--- src/rtl/alu_seq_pkg.sv ---
// alu_seq_pkg: function codes, FSM state type and iterative-op encoding
// shared by alu_seq and alu_seq_iter.
package alu_seq_pkg;

    // Single-cycle ALU function set (values fixed for compatibility)
    localparam logic [4:0] FC_ADD   = 5'd0;
    localparam logic [4:0] FC_SUB   = 5'd1;
    localparam logic [4:0] FC_ID    = 5'd2;
    localparam logic [4:0] FC_NOT   = 5'd3;
    localparam logic [4:0] FC_AND   = 5'd4;
    localparam logic [4:0] FC_OR    = 5'd5;
    localparam logic [4:0] FC_NAND  = 5'd6;
    localparam logic [4:0] FC_NOR   = 5'd7;
    localparam logic [4:0] FC_XOR   = 5'd8;
    localparam logic [4:0] FC_XNOR  = 5'd9;
    localparam logic [4:0] FC_LLS   = 5'd10;
    localparam logic [4:0] FC_LRS   = 5'd11;
    localparam logic [4:0] FC_ALS   = 5'd12;
    localparam logic [4:0] FC_ARS   = 5'd13;
    localparam logic [4:0] FC_TCP   = 5'd14;
    localparam logic [4:0] FC_ZERO  = 5'd15;

    // Iterative operations
    localparam logic [4:0] FC_MUL   = 5'd16;
    localparam logic [4:0] FC_LSHN  = 5'd17;
    localparam logic [4:0] FC_RSHN  = 5'd18;
    localparam logic [4:0] FC_ARSHN = 5'd19;

    localparam logic [4:0] FC_ITER_LO  = FC_MUL;
    localparam logic [4:0] FC_ITER_HI  = FC_ARSHN;
    localparam logic [4:0] FC_SHIFT_LO = FC_LSHN;
    localparam logic [4:0] FC_SHIFT_HI = FC_ARSHN;

    typedef enum logic [1:0] {
        ST_IDLE = 2'd0,
        ST_BUSY = 2'd1,
        ST_DONE = 2'd2
    } state_e;

    typedef enum logic [1:0] {
        IT_MUL   = 2'd0,
        IT_LSHN  = 2'd1,
        IT_RSHN  = 2'd2,
        IT_ARSHN = 2'd3
    } iter_op_e;

    function automatic iter_op_e to_iter_op(input logic [4:0] fc);
        case (fc)
            FC_MUL:   return IT_MUL;
            FC_RSHN:  return IT_RSHN;
            FC_ARSHN: return IT_ARSHN;
            default:  return IT_LSHN;
        endcase
    endfunction

endpackage

--- src/rtl/alu_seq_iter.sv ---
// alu_seq_iter: multi-cycle engine for N-bit shifts (one bit per cycle) and
// unsigned shift-add multiply (DATA_WIDTH cycles). 'result'/'hi_nonzero' carry
// the value produced by the step taken in the cycle where 'done' is high, so
// the parent can register it on that same edge.
// Macro ALU_SEQ_MUL_EN: when undefined the multiplier registers are omitted.
module alu_seq_iter
    import alu_seq_pkg::*;
#(
    parameter int DATA_WIDTH  = 16,
    parameter int SHAMT_WIDTH = $clog2(DATA_WIDTH)
) (
    input  logic                   clk,
    input  logic                   reset_n,
    input  logic                   start,
    input  iter_op_e               op,
    input  logic [DATA_WIDTH-1:0]  a,
    input  logic [DATA_WIDTH-1:0]  b,
    input  logic [SHAMT_WIDTH-1:0] shamt,
    output logic                   busy,
    output logic                   done,
    output logic [DATA_WIDTH-1:0]  result,
    output logic                   hi_nonzero
);

    localparam int CNT_W = $clog2(DATA_WIDTH) + 1;

    logic [CNT_W-1:0]      cnt_q, cnt_d;
    iter_op_e              op_q, op_d;
    logic [DATA_WIDTH-1:0] acc_q, acc_d, acc_step;

`ifdef ALU_SEQ_MUL_EN
    logic [2*DATA_WIDTH-1:0] mcand_q, mcand_d;
    logic [2*DATA_WIDTH-1:0] prod_q, prod_d, prod_step;
    logic [DATA_WIDTH-1:0]   mplier_q, mplier_d;
`else
    logic unused_b;
    assign unused_b = ^b;
`endif

    // One shift step of the accumulator
    always_comb begin
        acc_step = acc_q;
        case (op_q)
            IT_LSHN:  acc_step = acc_q << 1;
            IT_RSHN:  acc_step = acc_q >> 1;
            IT_ARSHN: acc_step = {acc_q[DATA_WIDTH-1], acc_q[DATA_WIDTH-1:1]};
            default:  acc_step = acc_q;
        endcase
    end

    // Load on start, otherwise step while the down-counter is non-zero
    always_comb begin
        cnt_d = cnt_q;
        op_d  = op_q;
        acc_d = acc_q;
`ifdef ALU_SEQ_MUL_EN
        prod_step = mplier_q[0] ? (prod_q + mcand_q) : prod_q;
        mcand_d   = mcand_q;
        prod_d    = prod_q;
        mplier_d  = mplier_q;
`endif
        if (start) begin
            op_d  = op;
            acc_d = a;
            cnt_d = (op == IT_MUL) ? CNT_W'(DATA_WIDTH) : CNT_W'(shamt);
`ifdef ALU_SEQ_MUL_EN
            mcand_d  = {{DATA_WIDTH{1'b0}}, a};
            mplier_d = b;
            prod_d   = '0;
`endif
        end else if (cnt_q != '0) begin
            cnt_d = cnt_q - 1'b1;
            acc_d = acc_step;
`ifdef ALU_SEQ_MUL_EN
            prod_d   = prod_step;
            mcand_d  = mcand_q << 1;
            mplier_d = mplier_q >> 1;
`endif
        end
    end

    // Status and result of the final step
    always_comb begin
        busy = (cnt_q != '0);
        done = (cnt_q == CNT_W'(1));
`ifdef ALU_SEQ_MUL_EN
        result     = (op_q == IT_MUL) ? prod_step[DATA_WIDTH-1:0] : acc_step;
        hi_nonzero = (op_q == IT_MUL) && (prod_step[2*DATA_WIDTH-1:DATA_WIDTH] != '0);
`else
        result     = acc_step;
        hi_nonzero = 1'b0;
`endif
    end

    // Engine registers; reset aborts any operation in flight
    always_ff @(posedge clk) begin
        if (!reset_n) begin
            cnt_q <= '0;
            op_q  <= IT_LSHN;
            acc_q <= '0;
`ifdef ALU_SEQ_MUL_EN
            mcand_q  <= '0;
            prod_q   <= '0;
            mplier_q <= '0;
`endif
        end else begin
            cnt_q <= cnt_d;
            op_q  <= op_d;
            acc_q <= acc_d;
`ifdef ALU_SEQ_MUL_EN
            mcand_q  <= mcand_d;
            prod_q   <= prod_d;
            mplier_q <= mplier_d;
`endif
        end
    end

endmodule

--- src/rtl/alu_seq.sv ---
// alu_seq: handshaked sequential ALU. Single-cycle ops complete in one cycle;
// N-bit shifts and multiply run in alu_seq_iter. Result and flags are
// registered and held in DONE until the consumer takes them.
// Macro ALU_SEQ_MUL_EN: enables MUL (code 16); otherwise code 16 is illegal.
//
//   state   | meaning
//   IDLE    | ready to accept a request
//   BUSY    | iterative shift / multiply in progress
//   DONE    | C and flags valid, waiting for out_ready
module alu_seq
    import alu_seq_pkg::*;
#(
    parameter int DATA_WIDTH  = 16,
    parameter int SHAMT_WIDTH = $clog2(DATA_WIDTH)
) (
    input  logic                  clk,
    input  logic                  reset_n,
    input  logic                  in_valid,
    output logic                  in_ready,
    input  logic [DATA_WIDTH-1:0] A,
    input  logic [DATA_WIDTH-1:0] B,
    input  logic [4:0]            FuncCode,
    output logic                  out_valid,
    input  logic                  out_ready,
    output logic [DATA_WIDTH-1:0] C,
    output logic                  OverflowFlag,
    output logic                  ZeroFlag,
    output logic                  NegFlag,
    output logic                  IllegalOp
);

    localparam int MSB = DATA_WIDTH - 1;

    state_e                 state_q, state_d;
    logic [DATA_WIDTH-1:0]  c_q, c_d;
    logic                   ovf_q, ovf_d, zero_q, zero_d, neg_q, neg_d, ill_q, ill_d;

    logic [DATA_WIDTH-1:0]  sum, diff, alu_res;
    logic                   alu_ovf;
    logic                   is_shift, is_mul, legal;
    logic [SHAMT_WIDTH-1:0] shamt;

    logic                   load, load_ovf, load_ill;
    logic [DATA_WIDTH-1:0]  load_c;

    logic                   iter_start, iter_busy, iter_done, iter_hi_nz;
    logic [DATA_WIDTH-1:0]  iter_result;

    assign sum   = A + B;
    assign diff  = A - B;
    assign shamt = B[SHAMT_WIDTH-1:0];

    // Request classification
    always_comb begin
        is_shift = (FuncCode >= FC_SHIFT_LO) && (FuncCode <= FC_SHIFT_HI);
`ifdef ALU_SEQ_MUL_EN
        is_mul = (FuncCode == FC_MUL);
`else
        is_mul = 1'b0;
`endif
        legal = (FuncCode <= FC_ZERO) || is_shift || is_mul;
    end

    // Single-cycle function set; zero-amount shifts fall to the default (C = A)
    always_comb begin
        alu_res = A;
        alu_ovf = 1'b0;
        case (FuncCode)
            FC_ADD: begin
                alu_res = sum;
                alu_ovf = (A[MSB] == B[MSB]) && (sum[MSB] != A[MSB]);
            end
            FC_SUB: begin
                alu_res = diff;
                alu_ovf = (A[MSB] != B[MSB]) && (diff[MSB] != A[MSB]);
            end
            FC_ID:   alu_res = A;
            FC_NOT:  alu_res = ~A;
            FC_AND:  alu_res = A & B;
            FC_OR:   alu_res = A | B;
            FC_NAND: alu_res = ~(A & B);
            FC_NOR:  alu_res = ~(A | B);
            FC_XOR:  alu_res = A ^ B;
            FC_XNOR: alu_res = ~(A ^ B);
            FC_LLS:  alu_res = A << 1;
            FC_LRS:  alu_res = A >> 1;
            FC_ALS:  alu_res = A << 1;
            FC_ARS:  alu_res = {A[MSB], A[MSB:1]};
            FC_TCP:  alu_res = '0 - A;
            FC_ZERO: alu_res = '0;
            default: alu_res = A;
        endcase
    end

    // Sequencer and result/flag load
    always_comb begin
        state_d    = state_q;
        load       = 1'b0;
        load_c     = '0;
        load_ovf   = 1'b0;
        load_ill   = 1'b0;
        iter_start = 1'b0;
        case (state_q)
            ST_IDLE: begin
                if (in_valid) begin
                    if (is_mul || (is_shift && shamt != '0)) begin
                        iter_start = 1'b1;
                        state_d    = ST_BUSY;
                    end else begin
                        load    = 1'b1;
                        state_d = ST_DONE;
                        if (!legal) begin
                            load_ill = 1'b1;
                        end else begin
                            load_c   = alu_res;
                            load_ovf = alu_ovf;
                        end
                    end
                end
            end
            ST_BUSY: begin
                if (iter_done) begin
                    load     = 1'b1;
                    load_c   = iter_result;
                    load_ovf = iter_hi_nz;
                    state_d  = ST_DONE;
                end
            end
            ST_DONE: begin
                if (out_ready) begin
                    state_d = ST_IDLE;
                end
            end
            default: state_d = ST_IDLE;
        endcase

        c_d    = load ? load_c : c_q;
        ovf_d  = load ? load_ovf : ovf_q;
        ill_d  = load ? load_ill : ill_q;
        zero_d = load ? (load_c == '0) : zero_q;
        neg_d  = load ? load_c[MSB] : neg_q;
    end

    alu_seq_iter #(
        .DATA_WIDTH  (DATA_WIDTH),
        .SHAMT_WIDTH (SHAMT_WIDTH)
    ) u_iter (
        .clk        (clk),
        .reset_n    (reset_n),
        .start      (iter_start),
        .op         (to_iter_op(FuncCode)),
        .a          (A),
        .b          (B),
        .shamt      (shamt),
        .busy       (iter_busy),
        .done       (iter_done),
        .result     (iter_result),
        .hi_nonzero (iter_hi_nz)
    );

    logic unused_iter_busy;
    assign unused_iter_busy = iter_busy;

    // State, result and flag registers
    always_ff @(posedge clk) begin
        if (!reset_n) begin
            state_q <= ST_IDLE;
            c_q     <= '0;
            ovf_q   <= 1'b0;
            zero_q  <= 1'b0;
            neg_q   <= 1'b0;
            ill_q   <= 1'b0;
        end else begin
            state_q <= state_d;
            c_q     <= c_d;
            ovf_q   <= ovf_d;
            zero_q  <= zero_d;
            neg_q   <= neg_d;
            ill_q   <= ill_d;
        end
    end

    assign in_ready     = (state_q == ST_IDLE);
    assign out_valid    = (state_q == ST_DONE);
    assign C            = c_q;
    assign OverflowFlag = ovf_q;
    assign ZeroFlag     = zero_q;
    assign NegFlag      = neg_q;
    assign IllegalOp    = ill_q;

endmodule
--- config.mk ---
export PLATFORM = sky130hd
export DESIGN_NAME = alu_seq
export DESIGN_NICKNAME = d
export VERILOG_FILES = /design/src/rtl/alu_seq_pkg.sv /design/src/rtl/alu_seq_iter.sv /design/src/rtl/alu_seq.sv
export SDC_FILE = /design/constraint.sdc
export NUM_CORES = 1
export LEC_CHECK = 0
export CAP_MARGIN = 20
export CELL_PAD_IN_SITES_DETAIL_PLACEMENT = 0
export CELL_PAD_IN_SITES_GLOBAL_PLACEMENT = 1
export CORE_MARGIN = 4
export CORE_UTILIZATION = 40
export DETAILED_ROUTE_END_ITERATION = 10
export PLACE_DENSITY_LB_ADDON = 0.1
export REMOVE_ABC_BUFFERS = 1
export SYNTH_ARGS = -nofsm -noshare
export SYNTH_HDL_FRONTEND = slang
export SYNTH_SLANG_ARGS = --single-unit
--- constraint.sdc ---
create_clock -name clk -period 4.3 [get_ports clk]
set_input_delay 0.43 -clock clk [delete_from_list [all_inputs] [get_ports clk]]
set_output_delay 0.43 -clock clk [all_outputs]
set_load 0.01 [all_outputs]
# [Yosys cells after proc, flatten, opt, wreduce, memory -nomap -nowiden]
# Cells that the tools add are included.
[totals] wordCells=101 output_inout_bits=22 reg_bits=45 inputBits=41
[classes] bitwise=7 add_sub_neg=4 n_lt_le_gt_ge=3 n_eq_ne=30 n_reduce_logical=14 muxes=34
[op_table] operator="16-bit case mux with 14 select lines" n=1
[op_table] operator="16-bit two-way mux" n=6
[op_table] operator="16-bit inverter" n=4
[op_table] operator="16-bit case mux with 3 select lines" n=1
[op_table] operator="5-bit by 4-bit equality test with 1-bit output, second input constant" n=8
[op_table] operator="16-bit case mux with 2 select lines" n=1
[op_table] operator="5-bit by 3-bit equality test with 1-bit output, second input constant" n=4
[op_table] operator="16-bit adder" n=1
[op_table] operator="16-bit bitwise AND" n=1
[op_table] operator="16-bit logical NOT" n=1
[op_table] operator="16-bit bitwise OR" n=1
[op_table] operator="1-bit by 16-bit subtractor with 16-bit output, first input constant" n=1
[op_table] operator="16-bit subtractor" n=1
[op_table] operator="16-bit XOR" n=1
[op_table] operator="5-bit equality test, second input constant" n=3
[op_table] operator="5-bit two-way mux" n=3
[op_table] operator="1-bit two-way mux" n=14
[op_table] operator="2-bit case mux with 3 select lines" n=2
[op_table] operator="5-bit by 1-bit equality test with 1-bit output, second input constant" n=2
[op_table] operator="2-bit two-way mux" n=4
[op_table] operator="2-bit equality test, second input constant" n=3
[op_table] operator="5-bit by 2-bit equality test with 1-bit output, second input constant" n=1
[op_table] operator="5-bit >= comparator, second input constant" n=1
[op_table] operator="5-bit by 4-bit <= comparator with 1-bit output, second input constant" n=1
[op_table] operator="17 further kinds" n=26

# [Logic depth before layout (Yosys ltp)]
[depth] word_depth=8 ltp_mapped=14 mapped_depth_nobuf=13

# [Hierarchy]
# Synthesis repeated with hierarchy kept, for this count alone.
[hier_totals] hier_cells=910 area_unflattened_um2=6596.3
[by_module_without_submodules] mod="alu_seq" seq_area_each_um2=420.4 instances=1 cells_per_inst=737 area_per_inst_um2=5180.0
[by_module_without_submodules] mod="alu_seq_iter" seq_area_each_um2=460.4 instances=1 cells_per_inst=173 area_per_inst_um2=1416.4

# [Worst setup path after synthesis]
# OpenSTA, ideal clock, no wires.
[synth_timing] kind="in2reg" startpoint="input port A[4]" endpoint="register zero_q, in the netlist ZeroFlag" slack_ns=1.162 required_ns=4.182 t_arrival_ns=3.021 path_buffers=2 setup_ns=0.118 cell_stages=13 path_cell_list="clkbuf_1 > inv_1 > ha_1 > buf_2 > and2_1 > a221oi_1 > a211oi_1 > o31ai_1 > a221o_1 > a22oi_1 > a32o_2 > o2111ai_1 > o21ai_1"
[synth_between] elab_chain_cells=8 elab_cells_between_ends=16 classes_between="add/sub: 3; mux: 5; bitwise: 7; reduce/logical: 1"
[synth_lines] item="from (decl)" line="alu_seq.sv:20" text="input logic [DATA_WIDTH-1:0] A,"
[synth_lines] item="parallel branches: the longest is 2 deep, another holds 1-bit by 16-bit subtractor with 16-bit output"
[synth_lines] item="16-bit case mux with 14 select lines *" line="alu_seq.sv:68" text="case (FuncCode)"
[synth_lines] item="16-bit two-way mux *" line="alu_seq.sv:112" text="if (!legal) begin"
[synth_lines] item="16-bit two-way mux *" line="alu_seq.sv:106" text="if (is_mul || (is_shift && shamt != '0)) begin"
[synth_lines] item="16-bit two-way mux *" line="alu_seq.sv:105" text="if (in_valid) begin"
[synth_lines] item="16-bit case mux with 2 select lines *" line="alu_seq.sv:103" text="case (state_q)"
[synth_lines] item="16-bit logical NOT *" line="alu_seq.sv:140" text="zero_d = load ? (load_c == '0) : zero_q;"
[synth_lines] item="to (signal assigned)" line="alu_seq.sv:177" text="zero_q <= zero_d;"
[synth_lines] item="to (decl)" line="alu_seq.sv:36" text="logic ovf_q, ovf_d, zero_q, zero_d, neg_q, neg_d, ill_q, ill_d;"
# Mark *: on every way between the ends.
# A chain may end at the register's enable or synchronous reset.

# [Worst setup path in the final report]
[layout_timing] startpoint="input port A[0]" endpoint="register zero_q, in the netlist ZeroFlag"
# The elaborated chain is that of the path after synthesis.

==> metrics.csv <==
stage;metric;value;unit
cells_and_area;Nets;1103;
synthesis;largest cells by area after synthesis;dfxtp_1 (13%), ha_1 (11%), nor2_1 (4.2%);
clock_network;CTS Buf Count;5;
synthesis;post-synthesis cell area;6743;um2
min_path;Hold Path End;C[9]$_SDFFE_PN0P_;
critical_path;Reg2Reg Capture Point;ZeroFlag$_SDFFE_PN0P_;
critical_path;Crit Path Max Fanout;5;
global_route;GRT Overall Usage;30.44;%
global_route;first-pass GRT wire length;44.08;mm
power_and_ir_drop;Max IR drop VDD;0.3873;mV
min_path;Worst Hold Depth;2;
floorplan;row count;47;
cells_and_area;Syn-to-layout area delta;18.20;%
synthesis;sequential area share after synthesis;13.06;%
route;total number of vias;7825;
floorplan;io pins;63;
sta;Worst Skew;0.002765;ns
clock_network;Root Driver;clkbuf_16;
power_and_ir_drop;Leak Pwr;3.111;nW
route;aggregate routed wire length;29.07;mm
critical_path;CP Launch Type;input port;
critical_path;Register-to-Register Path Depth;11;
route;First DRT Iteration DRCs;738;
min_path;Worst Hold Launch;C[9]$_SDFFE_PN0P_;
sta;RSZ-0062 raised after global routing;false;
clock_network;post_cts resized;0;
power_and_ir_drop;Seq pwr share;26.0;%
sta;Rel. slew slack;36.32;%
sta;Slew @ Worst Pin;0.9553;ns
clock_network;worst skew pair latency;0.30;ns
route;First-pass DRT Iterations;5;
synthesis;EDFF count, synth;0;
clock_network;Clock Path Buffers;2;
clock_network;H-tree levels;2;
global_route;vias in the first global route;7457;
critical_path;crit end category;flop;
placed_design;GP Congestion;0.9655;
synthesis;ys async rst share;0;%
global_route;initial antenna violation count;1;
floorplan;chip height;137.8;um
clock_network;setup bufs post-CTS;0;
power_and_ir_drop;internal power;1.285;mW
route;post-DR vias/cell;6.398;
sta;post-route minimum period;3.825;ns
critical_path;FF-to-FF Start;u_iter.cnt_q[1]$_SDFFE_PN0P_;
floorplan;core area;16520;um2
power_and_ir_drop;Clock power frac;19.9;%
sta;maximum operating frequency;261.5;MHz
placed_design;DP Worst Slack;0.1788;ns
route;WL/cell;23.77;um
clock_network;CTS Hold Bufs;0;
synthesis;Yosys top cell by area;dfxtp_1;
synthesis;most used flip-flop cell after synthesis;dfxtp_1;
synthesis;#FFs+latches synth;44;
run_status;outcome;finished clean;
sta;final hold violation count;0;
power_and_ir_drop;sw frac;41.99;%
cells_and_area;Filler cells;1695;
route;# DRC;0;
power_and_ir_drop;P_sw;930.2;uW
critical_path;Critical Setup Path Class;input port to flop;
floorplan;Die Span X;137.8;um
sta;Post-Route Setup TNS;0;ns
clock_network;TritonCTS Sinks;44;
placed_design;HPWL after detailed placement;22.56;mm
power_and_ir_drop;Combinational Power Share;54.0;%
cells_and_area;share of layout cells above drive strength 1;9.771;%
synthesis;synthesized instance count;951;
synthesis;Yosys cell types;76;
cells_and_area;ant diodes;0;
synthesis;post-synth top area share;13.06;%
synthesis;mean post-synth cell area;7.090;um2
flow_run;max cap viols;0;
critical_path;Reg2Reg Setup Slack;1.49;ns
sta;# setup viols final;0;
min_path;Worst Hold Class;flop to flop;
placed_design;PortBufs;62;
global_route;GRT Residual Overflow;0;
sta;Final Max Tran Viols;0;
floorplan;Die Footprint;19000;um2
sta;final worst slack;0.4755;ns
critical_path;required time worst endpoint;4.53;ns
clock_network;CTS tree;built;
sta;period utilization;88.94;%
floorplan;Initial Util;40.80;%
synthesis;Synth warnings;0;
route;Post-DRT Antenna Nets;0;
global_route;pin count of the biggest net entering global routing;46;
power_and_ir_drop;Power Density;278.0;nW/um2
critical_path;WP data arrival;4.06;ns
clock_network;clock slew at reported path FFs;0.06;ns
==> routing by layer <==
layer	global-route usage, %	share of wire (%)	wire length (um)	up-vias
li1	-	-	-	3597
met1	40.54	42	12320	3780
met2	48.64	46	13280	368
met3	5.661	7.9	2294	78
met4	11.75	4.0	1170	2
met5	0	0.055	16	-
==> cells in the final DEF, fill, tap and decap left out, drive strengths merged, types with 6 or more instances in the layout <==
| master | count |
|---|---|
| buf | 65 |
| o211ai | 24 |
| nor2b | 33 |
| xnor2 | 26 |
| nand2b | 25 |
| mux2 | 8 |
| a221o | 7 |
| o21a | 19 |
| a211oi | 18 |
| a21oi | 42 |
| ha | 58 |
| o221ai | 14 |
| a221oi | 7 |
| or3 | 9 |
| dfxtp | 44 |
| o2111ai | 9 |
| a21boi | 22 |
| a31oi | 10 |
| clkdlybuf4s50 | 60 |
| and2 | 11 |
| nand3 | 23 |
| o21ai | 48 |
| o22ai | 8 |
| inv | 54 |
| nand2 | 72 |
| and3b | 6 |
| nor3 | 32 |
| a22oi | 12 |
| xor2 | 12 |
| a21o | 6 |
| o31ai | 11 |
| or4 | 7 |
| clkbuf | 7 |
| nor3b | 12 |
| mux2i | 7 |
| nor2 | 76 |
| nor4 | 12 |
==> critical path: stages <==
cell             delay (ns)
clkdlybuf4s50_1        0.53
inv_1                  0.18
ha_1                   0.18
inv_1                  0.06
fa_1                   0.40
nor2b_1                0.18
o21ai_0                0.29
a21oi_1                0.20
nor2_1                 0.25
mux2_2                 0.36
o41ai_1                0.57
nand2_1                0.11
nand4b_1               0.19
o21ai_1                0.13
==> final cells by class <==
| cell class | count | area (um2) | share of cell area [%] |
|---|---|---|---|
| clock buffers | 6 | 128.9 | 1.617 |
| flip-flops and latches | 44 | 880.8 | 11.05 |
| inverters | 54 | 202.7 | 2.543 |
| well taps | 220 | 275.3 | 3.454 |
| repair buffers | 126 | 1114 | 13.97 |
| multi-input cells | 771 | 5334 | 66.92 |
| clock inverters | 2 | 35.03 | 0.4396 |
==> per-stage QoR <==
step | util (%) | total power [mW] | hold WS, ns | cell area (um2) | cells
floorplan | - | 1.301 | 0.4557 | 6401 | 869
global placement | 47.21 | 1.734 | 0.4553 | 7801 | 1214
detailed placement | 47.21 | 1.754 | 0.4595 | 7801 | 1214
CTS | 48.20 | 2.201 | 0.4678 | 7965 | 1222
global route | 48.23 | 2.357 | 0.4925 | 7970 | 1223
finish | 48.23 | 2.215 | 0.4668 | 7970 | 1223
==> kinds of logic (layout without fill, tap and decap cells) <==
logic type	count (synthesis)	after routing	share of synthesized area (%)
buffers and inverters	136	188	8.072
AO/OA/AOI/OAI	312	312	33.25
multiplexers	15	15	2.375
AND/OR/NAND/NOR	346	346	26.94
adder cells (fa/ha/maj)	60	60	11.36
flip-flops	44	44	13.06
XOR/XNOR	38	38	4.936
==> state kept, by name, indices dropped and copies added (netlist names) <==
register	flops
IllegalOp	1
C	16
u_iter.acc_q	16
u_iter.cnt_q	5
OverflowFlag	1
u_iter.op_q	2
state_q	2
ZeroFlag	1
==> worst max-delay path by stage <==
stage	start	to	slack, ns	depth (start not counted)
finish	A[0]	ZeroFlag$_SDFFE_PN0P_	0.48	14
global route	A[0]	ZeroFlag$_SDFFE_PN0P_	0.29	14
CTS	B[1]	ZeroFlag$_SDFFE_PN0P_	0.48	12
detailed placement	B[1]	ZeroFlag$_SDFFE_PN0P_	0.18	12
global placement	B[1]	ZeroFlag$_SDFFE_PN0P_	0.16	13
floorplan	u_iter.cnt_q[0]$_SDFFE_PN0P_	u_iter.acc_q[10]$_SDFFE_PN0P_	1.42	7
==> power by group through the flow <==
stage / Sequential (mW) / Clock [mW] / Combinational (mW)
2_1_floorplan: 0.566 / 0 / 0.735
3_3_place_gp: 0.578 / 0 / 1.16
3_5_place_dp: 0.584 / 0 / 1.17
4_1_cts: 0.575 / 0.448 / 1.18
5_1_grt: 0.589 / 0.463 / 1.31
6_report: 0.577 / 0.442 / 1.20
==> synthesized netlist by cell type (22+ instances only) <==
master,n
a21boi_0,22
a21oi_1,42
clkbuf_1,57
dfxtp_1,44
ha_1,58
inv_1,54
nand2_1,72
nand2b_1,25
nand3_1,23
nor2_1,76
nor2b_1,33
nor3_1,31
o211ai_1,24
o21ai_0,47
xnor2_1,26
No activity file was read; power rests on OpenSTA's default activity.
